[src/rtl/uart_pkg.sv]
// Shared definitions for the UART receive path.
// Holds the framer state encoding and the default frame/oversampling constants.
package uart_pkg;

    localparam int unsigned DEF_DATA_BITS  = 8;
    localparam int unsigned DEF_OVERSAMPLE = 16;

    typedef enum logic [2:0] {
        IDLE,
        START,
        DATA,
        PARITY,
        STOP,
        WAIT_IDLE
    } rx_state_e;

endpackage

[src/rtl/uart_sync2.sv]
// Two-flop synchronizer for a single asynchronous input.
// Ports: clk, reset (sync, active-high), d (async in), q (synchronized out).
// RESET_VAL sets the value both flops take during reset.
module uart_sync2 #(
    parameter logic RESET_VAL = 1'b1
) (
    input  logic clk,
    input  logic reset,
    input  logic d,
    output logic q
);

    logic meta;

    always_ff @(posedge clk) begin
        if (reset) begin
            meta <= RESET_VAL;
            q    <= RESET_VAL;
        end else begin
            meta <= d;
            q    <= meta;
        end
    end

endmodule

[src/rtl/uart_rx_framer.sv]
// UART receive framer: oversampled start/data/[parity]/stop detection with a
// single-word valid/ready holding register and framing/overrun/parity flags.
// Ports: clk, reset (sync, active-high), sample_tick (OVERSAMPLE per bit),
//        rx (async line, idle high), data_out/data_valid/data_ready (word
//        handshake), framing_err, overrun_err, parity_err (one-clk pulses).
// Build option: define UART_RX_PARITY_EN to add an even-parity bit after the
// data bits; otherwise parity_err is constant 0.
module uart_rx_framer
    import uart_pkg::*;
#(
    parameter int unsigned DATA_BITS  = DEF_DATA_BITS,
    parameter int unsigned OVERSAMPLE = DEF_OVERSAMPLE
) (
    input  logic                 clk,
    input  logic                 reset,
    input  logic                 sample_tick,
    input  logic                 rx,
    output logic [DATA_BITS-1:0] data_out,
    output logic                 data_valid,
    input  logic                 data_ready,
    output logic                 framing_err,
    output logic                 overrun_err,
    output logic                 parity_err
);

    localparam int unsigned TICK_W = $clog2(OVERSAMPLE);
    localparam int unsigned BIT_W  = $clog2(DATA_BITS + 1);

    logic rx_s;

    uart_sync2 #(.RESET_VAL(1'b1)) u_sync (
        .clk   (clk),
        .reset (reset),
        .d     (rx),
        .q     (rx_s)
    );

    rx_state_e            state, state_n;
    logic [TICK_W-1:0]    tick_cnt, tick_n;
    logic [BIT_W-1:0]     bit_cnt, bit_n;
    logic [DATA_BITS-1:0] shift_reg, shift_n;
    logic [DATA_BITS-1:0] data_out_n;
    logic                 valid_n, fe_n, oe_n;
    logic [TICK_W-1:0]    limit;
    logic                 fire;
    logic                 par_ok;
`ifdef UART_RX_PARITY_EN
    logic                 par_bit, par_n, pe_n;
`endif

    // State and output registers
    always_ff @(posedge clk) begin
        if (reset) begin
            state       <= IDLE;
            tick_cnt    <= '0;
            bit_cnt     <= '0;
            shift_reg   <= '0;
            data_out    <= '0;
            data_valid  <= 1'b0;
            framing_err <= 1'b0;
            overrun_err <= 1'b0;
`ifdef UART_RX_PARITY_EN
            par_bit     <= 1'b0;
            parity_err  <= 1'b0;
`endif
        end else begin
            state       <= state_n;
            tick_cnt    <= tick_n;
            bit_cnt     <= bit_n;
            shift_reg   <= shift_n;
            data_out    <= data_out_n;
            data_valid  <= valid_n;
            framing_err <= fe_n;
            overrun_err <= oe_n;
`ifdef UART_RX_PARITY_EN
            par_bit     <= par_n;
            parity_err  <= pe_n;
`endif
        end
    end

`ifndef UART_RX_PARITY_EN
    assign parity_err = 1'b0;
`endif

    // Next-state, sampling and delivery logic
    always_comb begin
        state_n    = state;
        tick_n     = tick_cnt;
        bit_n      = bit_cnt;
        shift_n    = shift_reg;
        data_out_n = data_out;
        valid_n    = data_valid && !data_ready;
        fe_n       = 1'b0;
        oe_n       = 1'b0;
        par_ok     = 1'b1;
`ifdef UART_RX_PARITY_EN
        par_n      = par_bit;
        pe_n       = 1'b0;
`endif

        // START only waits half a bit so later samples land mid-bit
        limit = (state == START) ? TICK_W'(OVERSAMPLE / 2 - 1) : TICK_W'(OVERSAMPLE - 1);
        fire  = sample_tick && (tick_cnt == limit);

        if (sample_tick) begin
            tick_n = tick_cnt + TICK_W'(1);
        end

        case (state)
            IDLE: begin
                if (sample_tick && !rx_s) begin
                    state_n = START;
                end
            end
            START: begin
                if (fire) begin
                    if (!rx_s) begin
                        state_n = DATA;
                        bit_n   = '0;
                    end else begin
                        state_n = IDLE;
                    end
                end
            end
            DATA: begin
                if (fire) begin
                    shift_n = {rx_s, shift_reg[DATA_BITS-1:1]};
                    bit_n   = bit_cnt + BIT_W'(1);
                    if (bit_cnt == BIT_W'(DATA_BITS - 1)) begin
`ifdef UART_RX_PARITY_EN
                        state_n = PARITY;
`else
                        state_n = STOP;
`endif
                    end
                end
            end
`ifdef UART_RX_PARITY_EN
            PARITY: begin
                if (fire) begin
                    par_n   = rx_s;
                    state_n = STOP;
                end
            end
`endif
            STOP: begin
                if (fire) begin
`ifdef UART_RX_PARITY_EN
                    // Even parity: data bits plus parity bit XOR to zero
                    par_ok = ~(^shift_reg ^ par_bit);
                    pe_n   = ~par_ok;
`endif
                    if (!rx_s) begin
                        fe_n    = 1'b1;
                        state_n = WAIT_IDLE;
                    end else begin
                        state_n = IDLE;
                        if (par_ok) begin
                            if (!data_valid || data_ready) begin
                                data_out_n = shift_reg;
                                valid_n    = 1'b1;
                            end else begin
                                oe_n = 1'b1;
                            end
                        end
                    end
                end
            end
            WAIT_IDLE: begin
                // Hold off until the line returns high so a break is one error
                if (rx_s) begin
                    state_n = IDLE;
                end
            end
            default: begin
                state_n = IDLE;
            end
        endcase

        if (state_n != state || state == IDLE || state == WAIT_IDLE) begin
            tick_n = '0;
        end
    end

endmodule

[config.mk]
export PLATFORM = sky130hd
export DESIGN_NAME = uart_rx_framer
export DESIGN_NICKNAME = d
export VERILOG_FILES = /design/src/rtl/uart_pkg.sv /design/src/rtl/uart_sync2.sv /design/src/rtl/uart_rx_framer.sv
export SDC_FILE = /design/constraint.sdc
export NUM_CORES = 1
export LEC_CHECK = 0
export ABC_AREA = 0
export CELL_PAD_IN_SITES_DETAIL_PLACEMENT = 1
export CELL_PAD_IN_SITES_GLOBAL_PLACEMENT = 2
export CORE_MARGIN = 2
export CORE_UTILIZATION = 33
export CTS_CLUSTER_DIAMETER = 80
export DETAILED_ROUTE_END_ITERATION = 10
export GPL_TIMING_DRIVEN = 0
export PLACE_DENSITY = 0.75
export SLEW_MARGIN = 20
export SYNTH_ARGS = -nofsm -noshare
export SYNTH_HDL_FRONTEND = slang
export SYNTH_SLANG_ARGS = --single-unit
[constraint.sdc]
create_clock -name clk -period 2.3 [get_ports clk]
set_clock_uncertainty 0.15 [all_clocks]
set_input_delay 0.345 -clock clk [delete_from_list [all_inputs] [get_ports clk]]
set_output_delay 0.345 -clock clk [all_outputs]
set_load 0.005 [all_outputs]
======== Yosys cells after proc, flatten, opt, wreduce, memory -nomap -nowiden ========
Cells that the tools add are included.
storage, ports and cells
  register bits ........................... 32
  input bits .............................. 5
  word-level logic and storage cells ...... 62
  output and inout port bits .............. 12
cells by class
  muxes and demuxes ....................... 20
  add/sub/neg operators ................... 2
  reductions and logical operators ........ 17
  equality and inequality tests ........... 10
  bitwise operators ....................... 3
operators by type and width
  operator               count
  $mux W3                7
  $mux W4                4
  $pmux W3 S5            1
  $add A4 B1 Y4 const B  2
  $pmux W4 S2            1
  $reduce_and A4 Y1      2
  $eq A3 B3 Y1 const B   2
  $mux W1                6
  $ne A2 B2 Y1 const B   3
  $eq A4 B3 Y1 const B   1
  $eq A4 B4 Y1           1
  $reduce_or A4 Y1       1
  $eq A3 B1 Y1 const B   1
  $eq A3 B2 Y1 const B   1
  $logic_and A1 B1 Y1    3
  $logic_not A1 Y1       3
  $logic_not A3 Y1       1
  $logic_or A1 B1 Y1     3
  $ne A3 B3 Y1           1
  $not A1 Y1             3
  $reduce_or A3 Y1       1
  $mux W2                1
  $reduce_and A2 Y1      1
  $reduce_bool A2 Y1     1
  $reduce_or A2 Y1       1

======== Depth between registers and ports, before layout ========
Gate-level depths: netlist of run 1.
  depth after elaboration ................. 10
  mapped depth ............................ 7
  depth with buffers taken out ............ 5

======== By module ========
From an unflattened synthesis of run 1, not the netlist that was laid out.
second synthesis, totals
  cells, all modules ...................... 155
  area total of the unflattened synthesis .. 1,410.1 µm²
by module, submodules not included
  module          area each (µm²)  cells an instance  instances  sequential area each (µm²)
  uart_rx_framer  1,357.6          151                1          600.6
  uart_sync2      52.6             4                  1          40.0

======== Worst setup path before layout of run 1 ========
No wires, ideal clock.
  kind .................................... flip-flop to flip-flop
  start point ............................. register tick_cnt[0]
  end point ............................... register tick_cnt[0]
  library setup time ...................... 0.078 ns
  required time ........................... 2.072 ns
  cell stages (with the launch flop) ...... 7
  buffers on the path ..................... 1
  path slack .............................. 0.377 ns
  data arrival time ....................... 1.695 ns
  clock period less this slack ............ 1.923 ns
  path through ............................ dfxtp_1 ha_1 and4_4 buf_6 or3_1 a311o_1 nor3_1
between the ends
  cells in the longest elaborated chain, start to end .. 8
  elaborated cells on any way between the ends .. 11
  classes of those cells .................. add/sub (1); eq/ne (2); mux (4); reduce/logical (4)
ends and longest elaborated chain
  element                            RTL line                                                             source
  from (decl)                        uart_rx_framer.sv:39                                                 logic [TICK_W-1:0] tick_cnt, tick_n;
  from (signal assigned)             uart_rx_framer.sv:68                                                 tick_cnt <= tick_n;
  $eq A4 B4 Y1                       uart_rx_framer.sv:104                                                fire = sample_tick && (tick_cnt == limit);
  $logic_and A1 B1 Y1                uart_rx_framer.sv:104
  $mux W3, on equally long branches  uart_rx_framer.sv:148, uart_rx_framer.sv:117, uart_rx_framer.sv:127
  $pmux W3 S5                        uart_rx_framer.sv:110                                                case (state)
  $ne A3 B3 Y1                       uart_rx_framer.sv:181                                                if (state_n != state || state == IDLE || state == WAIT_IDLE) begin
  $logic_or A1 B1 Y1 (2 in a row)    uart_rx_framer.sv:181
  $reduce_or A2 Y1 (no line)         -
Several ways; a longest one is shown, not always the timed one.
A chain may end at the register's enable or synchronous reset.

======== Worst setup path after layout of run 1 ========
  start point ............................. register state[2]
  end point ............................... register data_out[5]
between the ends
  cells in the longest elaborated chain, start to end .. 5
  elaborated cells on any way between the ends .. 6
  classes of those cells .................. eq/ne (3); mux (1); reduce/logical (2)
ends and longest elaborated chain
  element                        RTL line               source
  from (decl)                    uart_rx_framer.sv:38   rx_state_e state, state_n;
  from (signal assigned)         uart_rx_framer.sv:67   state <= state_n;
  $eq A3 B1 Y1                   uart_rx_framer.sv:103  limit = (state == START) ? TICK_W'(OVERSAMPLE / 2 - 1) : TICK_W'(OVERSAMPLE - 1);
  $mux W4                        uart_rx_framer.sv:103
  $eq A4 B4 Y1                   uart_rx_framer.sv:104
  $logic_and A1 B1 Y1            uart_rx_framer.sv:104
  $reduce_and A4 Y1 (no line) *  -
  to (signal assigned)           uart_rx_framer.sv:71   data_out <= data_out_n;
  to (decl)                      uart_rx_framer.sv:18   output logic [DATA_BITS-1:0] data_out,
Every way passes the cells marked *; elsewhere a longest branch is shown, timed or not.

==> flow_summary_export.csv, run 1 <==
group,metric,value,unit
outcome,status,"finished clean",
route,wl_per_cell,13.6,µm
cts,cts_setup_buffers,0,
cts,hold_buffers,0,
floorplanning,ios,17,
global_routing,grt.total_usage,14.8,%
timing,max_freq,474,MHz
global_routing,grt_use_met2,18.9,%
power,p_leak,0.645,nW
setup_path,critPathTopFamily,"simple AND/OR/NAND/NOR gates",
logic_synthesis,synth_cell_types,36,
timing,fin_crit,2.11,ns
setup_path,crit_slowest_cell,"nor3b_1",
cts,cts_tree,"built",
cts,numCtsBuffers,5,
logic_synthesis,synth_edf_count,0,
timing,setup_ws,0.192,ns
logic_synthesis,synth_common_cells,"32 x dfxtp_1, 21 x nand2_1, 16 x nor2_1, 11 x a21oi_1, 10 x mux2i_1",
logic_synthesis,yosysWarnings,0,
cts,ctsLongestPathBuffers,2,
setup_path,cpPeakStageDelay,0.47,ns
floorplanning,core_region_area,4000,µm²
placement,hpwlAfterDp,2200,µm
setup_path,crit_buf_inv,1,
global_routing,overflow,0,
floorplanning,start_util,34.4,%
global_routing,grt_pass1_wl,4980,µm
global_routing,grt_max_degree,12,
route,routed_wl,3070,µm
hold_path,hold_path_class,"reg2reg",
cts,path_clk_slew,0.08,ns
cts,ctsHtreeMaxLevel,2,
setup_path,criticalPathCategory,"reg2reg",
logic_synthesis,synth_ff_type,"dfxtp_1",
global_routing,grt_util_met3,4.38,%
setup_path,crit_arrival,2.12,ns
finish,antenna-diode-count,0,
timing,finalHoldViolations,0,
logic_synthesis,syn_area,1380,µm²
timing,fin_crit_sh,91.6,%
logic_synthesis,yosysSeqAreaShare,46.6,%
floorplanning,dieArea,4700,µm²
logic_synthesis,synth.top_cell.area_share,46.6,%
global_routing,grt_pass1_vias,1004,
timing,setup_viol,0,
logic_synthesis,synthCells,153,
global_routing,grt_use_met1,21.9,%
timing,drv_slew,0,
setup_path,path_cells,"clkbuf_1 -> nor3b_1 -> nand4_2 -> mux2i_1 -> nor2_1",
route,dr.pass1.iters,4,
placement,globalplace.congestion,0.765,
finish,drive_above_1_share,10.9,%
power,ir_drop,291,µV
placement,pre_cts_ws,0.122,ns
route,drc,0,
route,vias,1115,
logic_synthesis,yosys-top-cells-area,"dfxtp_1 47%, mux2i_1 7.3%, nand2_1 5.7%",
logic_synthesis,async_flop_share,0,%
route,postRouteAntennaNets,0,
placement,port_buffers,14,
cts,cts_root_buf,"clkbuf_8",
run,maxCapViolCount,0,
logic_synthesis,syn_avg_cell_area,8.99,µm²
setup_path,startpoint_type,"register",
finish,fin_nets,181,
finish,syn_to_final_growth,23.2,%
finish,nFillCells,482,
floorplanning,dieHeight,68.6,µm
route,drt_iter0_drc,57,
route,viasPerCell,4.96,
floorplanning,std_cell_rows,23,
logic_synthesis,synth_most_common_cell,"dfxtp_1",
floorplanning,die_w,68.6,µm
setup_path,worstPathRequired,2.31,ns
cts,clock_latency,0.29,ns
timing,rsz0062_at_grt,"no",
global_routing,antenna_found_initial,0,
logic_synthesis,synth_top_area_cell,"dfxtp_1",
setup_path,endpoint_kind,"register",
setup_path,crit_fanout,10,
cts,cts.sinks,32,
power,cellPowerDensity,670,nW/µm²
logic_synthesis,synth_nets,160,
global_routing,grt.busiest_layer,"met1",
logic_synthesis,synth-seq-cells,32,
timing,fin_setup_tns,0,ns
-- power by group --
part / internal (mW) / switching, mW
sequential: 0.556 / 0.000670
clock: 0.321 / 0.226
combinational: 0.0141 / 0.0181
total: 0.890 / 0.244
-- layout make-up --
class | count | area, µm² | area share [%]
Tap cell | 50 | 62.6 | 3.69
Clock inverter | 3 | 42.5 | 2.51
Clock buffer | 5 | 68.8 | 4.06
Multi-Input combinational cell | 109 | 672 | 39.7
Timing Repair Buffer | 14 | 140 | 8.27
Sequential cell | 32 | 641 | 37.8
Buffer | 12 | 67.6 | 3.99
-- timing repair --
action / CTS / global route
endpoints found under the setup margin: 0 / 7
resized for setup: 0 / 1
hold endpoints to repair: 0 / 0
-- worst reg2reg max path: cells and delay by family, from the launching register on --
family                 cells  cell delay [ns]
buffers and inverters      1             0.32
and+or+nand+nor            3             0.93
DFF                        1             0.31
muxes                      1             0.27
-- metal layers --
| layer | up-vias | part of all wire (%) |
|---|---|---|
| met5 | - | 0 |
| met4 | 0 | 2.1 |
| met3 | 7 | 3.2 |
| met2 | 13 | 42 |
| met1 | 530 | 52 |
| li1 | 565 | - |
-- cells by family (layout without fill, tap and decap cells) --
kind of cell               count (synthesis)  in the layout  share of synthesized area (%)
AOI/OAI and AO/OA                         23             23                           10.7
xor gates and xnor gates                   6              6                           3.82
adders and majority gates                  2              2                           1.82
buffers and inverters                     12             34                           4.91
DFF                                       32             32                           46.6
muxes                                     10             10                           7.28
other                                      1              1                          0.273
and+or+nand+nor                           67             67                           24.6
-- metrics by stage --
| step | std cells | area, µm² | total power [mW] | util, % | hold slack, ns |
|---|---|---|---|---|---|
| floorplan | 153 | 1380 | 0.590 | - | 0.239 |
| global placement | 217 | 1580 | 0.601 | 39.4 | 0.245 |
| detailed placement | 217 | 1580 | 0.602 | 39.4 | 0.250 |
| CTS | 225 | 1690 | 1.15 | 42.2 | 0.269 |
| global route | 225 | 1690 | 1.18 | 42.4 | 0.290 |
| finish | 225 | 1690 | 1.13 | 42.4 | 0.269 |
-- layout by cell type, fill, tap and decap left out, types with 2 or more instances in the layout --
cell type / n
nand2b_1: 5
buf_2: 3
or2_2: 2
a22oi_1: 2
buf_6: 2
xor2_1: 5
o21ai_0: 2
ha_1: 2
a2111oi_0: 2
a21oi_1: 11
nor2_1: 16
a211oi_1: 2
nor3_1: 5
nand3b_1: 2
dfxtp_1: 32
nand4_1: 2
clkbuf_8: 5
clkbuf_1: 6
mux2i_1: 10
clkdlybuf4s50_1: 14
nand3_1: 4
nand2_1: 21
-- final timing paths --
path | slack, ns | cells past startpoint | end | from
worst max register to register | 0.19 | 5 | data_out[5] | state[2]
worst min-delay path | 0.27 | 1 | u_sync.q | u_sync.meta
worst max-delay path | 0.19 | 5 | data_out[5] | state[2]
worst min register to register | 0.27 | 1 | u_sync.q | u_sync.meta
No activity file was read; power rests on OpenSTA's default activity.
==> run 2: changes to the inputs <==
PLACE_DENSITY = 0.8   (was 0.75)
==> run 2 against run 1 <==
  * Utilization decreased by 0.22 points
  * Flip-flop and latch count unchanged
  * Sequential share of layout area increased by 0.20 points
  * Combinational power about the same
  * Design area decreased by 0.52%
  * Sequential power about the same
  * First-iteration DRC count decreased by 35%
  * Clock power decreased by 4.8%
  * Power decreased by 2.3%
  * Worst hold slack got worse by 0.0068 ns
  * Largest power group unchanged
==> flow_summary_export.csv, run 2 (synthesis gave the netlist of run 1 again) <==
group,metric,value,unit
route,routed_wl,3100,µm
setup_path,worstPathRequired,2.30,ns
timing,max_freq,472,MHz
setup_path,criticalPathCategory,"reg2reg",
finish,drive_above_1_share,9.71,%
cts,path_clk_slew,0.07,ns
cts,cts.sinks,32,
power,pwr-share-clk,46.9,%
setup_path,crit_end,"data_out[1]",
power,pwr-share-comb,2.9,%
power,internal_power,0.891,mW
setup_path,rr_endpoint,"data_out[1]",
setup_path,endpoint_kind,"register",
timing,fin_crit_sh,92.2,%
placement,port_buffers,14,
finish,final_common_cell,"dfxtp_1",
route,viasPerCell,5.01,
run,maxCapViolCount,0,
outcome,status,"finished clean",
cts,numCtsBuffers,5,
global_routing,grt_pass1_wl,5460,µm
cts,hold_buffers,0,
power,seqPwrFrac,50.2,%
setup_path,startpoint_type,"register",
floorplanning,start_util,34.4,%
power,p_leak,0.642,nW
placement,pre_cts_ws,0.164,ns
floorplanning,dieArea,4700,µm²
setup_path,path_cells,"clkbuf_1 -> nor3b_1 -> nand4_2 -> mux2i_1 -> nor2_1",
setup_path,crit_fanout,10,
cts,clock_latency,0.28,ns
power,swShare,19.6,%
finish,stdcell_area,1690,µm²
cts,cts_tree,"built",
route,drc,0,
timing,setup_ws,0.180,ns
hold_path,hold_path_class,"reg2reg",
power,p_switching,0.218,mW
cts,cts_root_buf,"clkbuf_8",
global_routing,grt_max_degree,11,
timing,finalHoldViolations,0,
finish,fin_nets,181,
power,cellPowerDensity,658,nW/µm²
setup_path,crit_start,"state[2]",
cts,cts_resized,0,
placement,globalplace.congestion,0.768,
route,dr.pass1.iters,4,
setup_path,r2r_start,"state[2]",
global_routing,grt.total_usage,15.8,%
placement,hpwlAfterDp,2250,µm
global_routing,grt_pass1_vias,1181,
placement,placed_area,1580,µm²
floorplanning,dieHeight,68.6,µm
floorplanning,die_w,68.6,µm
timing,max_slew.worst_pin.slew,0.593,ns
floorplanning,ios,17,
setup_path,r2r_cells,5,
power,ir_drop,300,µV
route,wl_per_cell,13.8,µm
timing,drv_slew,0,
global_routing,overflow,0,
finish,antenna-diode-count,0,
timing,fin_crit,2.12,ns
cts,cts_setup_buffers,0,
timing,relSlewSlack,60.4,%
setup_path,r2r_setup_slack,0.18,ns
global_routing,antenna_found_initial,0,
finish,syn_to_final_growth,22.6,%
cts,ctsLongestPathBuffers,2,
route,vias,1127,
setup_path,crit_arrival,2.12,ns
route,postRouteAntennaNets,0,
floorplanning,core_region_area,4000,µm²
finish,mostFrequentLayoutCells,"32 x dfxtp_1, 21 x nand2_1, 16 x nor2_1, 14 x clkdlybuf4s50_1, 11 x a21oi_1",
cts,ctsHtreeMaxLevel,2,
timing,rsz0062_at_grt,"yes",
route,drt_iter0_drc,37,
timing,setup_viol,0,
setup_path,crit_slowest_cell,"nor3b_1",
hold_path,hold_depth,1,
floorplanning,std_cell_rows,23,
setup_path,cpPeakStageDelay,0.49,ns
## run 2: changes by cell type in the layout (fill, tap and decap cells not counted), sizes merged
cell	previous run	this run
clkbuf	11	12
clkinvlp	1	0
## run 2: through the flow
stage | total power [mW] | std cells | hold slack [ns] | TNS [ns] | util, %
after CTS | 1.13 | 225 | 0.264 | 0 | 42.1
after global routing | 1.16 | 225 | 0.289 | -0.175 | 42.1
after global placement | 0.601 | 217 | 0.243 | 0 | 39.4
after floorplan | 0.590 | 153 | 0.239 | 0 | -
after detailed placement | 0.602 | 217 | 0.248 | 0 | 39.4
final | 1.11 | 225 | 0.262 | 0 | 42.1
## run 2: per-layer routing
layer	routed length, µm	global-route usage, %	up-vias
li1	-	-	564
met1	1400	19.7	540
met2	1520	25.2	17
met3	121	5.52	6
met4	61	5.75	0
met5	0	0	-
## run 2: worst min-delay path by stage
stage,endpoint,start
CTS,u_sync.q,u_sync.meta
global route,u_sync.q,u_sync.meta
global placement,u_sync.q,u_sync.meta
detailed placement,u_sync.q,u_sync.meta
floorplan,u_sync.q,u_sync.meta
finish,u_sync.q,u_sync.meta
## run 2: power by group through the flow
stage / clock, mW / sequential (mW) / combinational [mW]
after floorplan: 0 / 0.569 / 0.0210
after global placement: 0 / 0.569 / 0.0313
after detailed placement: 0 / 0.569 / 0.0325
after CTS: 0.539 / 0.557 / 0.0326
after global routing: 0.563 / 0.557 / 0.0365
final: 0.520 / 0.557 / 0.0323
## run 2: worst max-delay path, delay by kind of cell, from the launching register on
family / cells / cell delay, ns
flip-flops: 1 / 0.31
AND/OR/NAND/NOR: 3 / 0.95
multiplexers: 1 / 0.26
buffers and inverters: 1 / 0.32
## run 2: final cells by class
| type | instances | area (µm²) |
|---|---|---|
| well taps | 50 | 62.6 |
| plain buffers | 12 | 67.6 |
| fillers | 476 | 2310 |
| clock inverters | 2 | 35.0 |
| repair buffers | 14 | 140 |
| flip-flops and latches | 32 | 641 |
| clock buffers | 6 | 72.6 |
| multi-input cells | 109 | 667 |
==> run 3: changes to the inputs <==
GPL_ROUTABILITY_DRIVEN = 0   (was not set)
==> results of run 3 <==
Same layout as run 2: the final DEF is identical, and so are final timing and power.
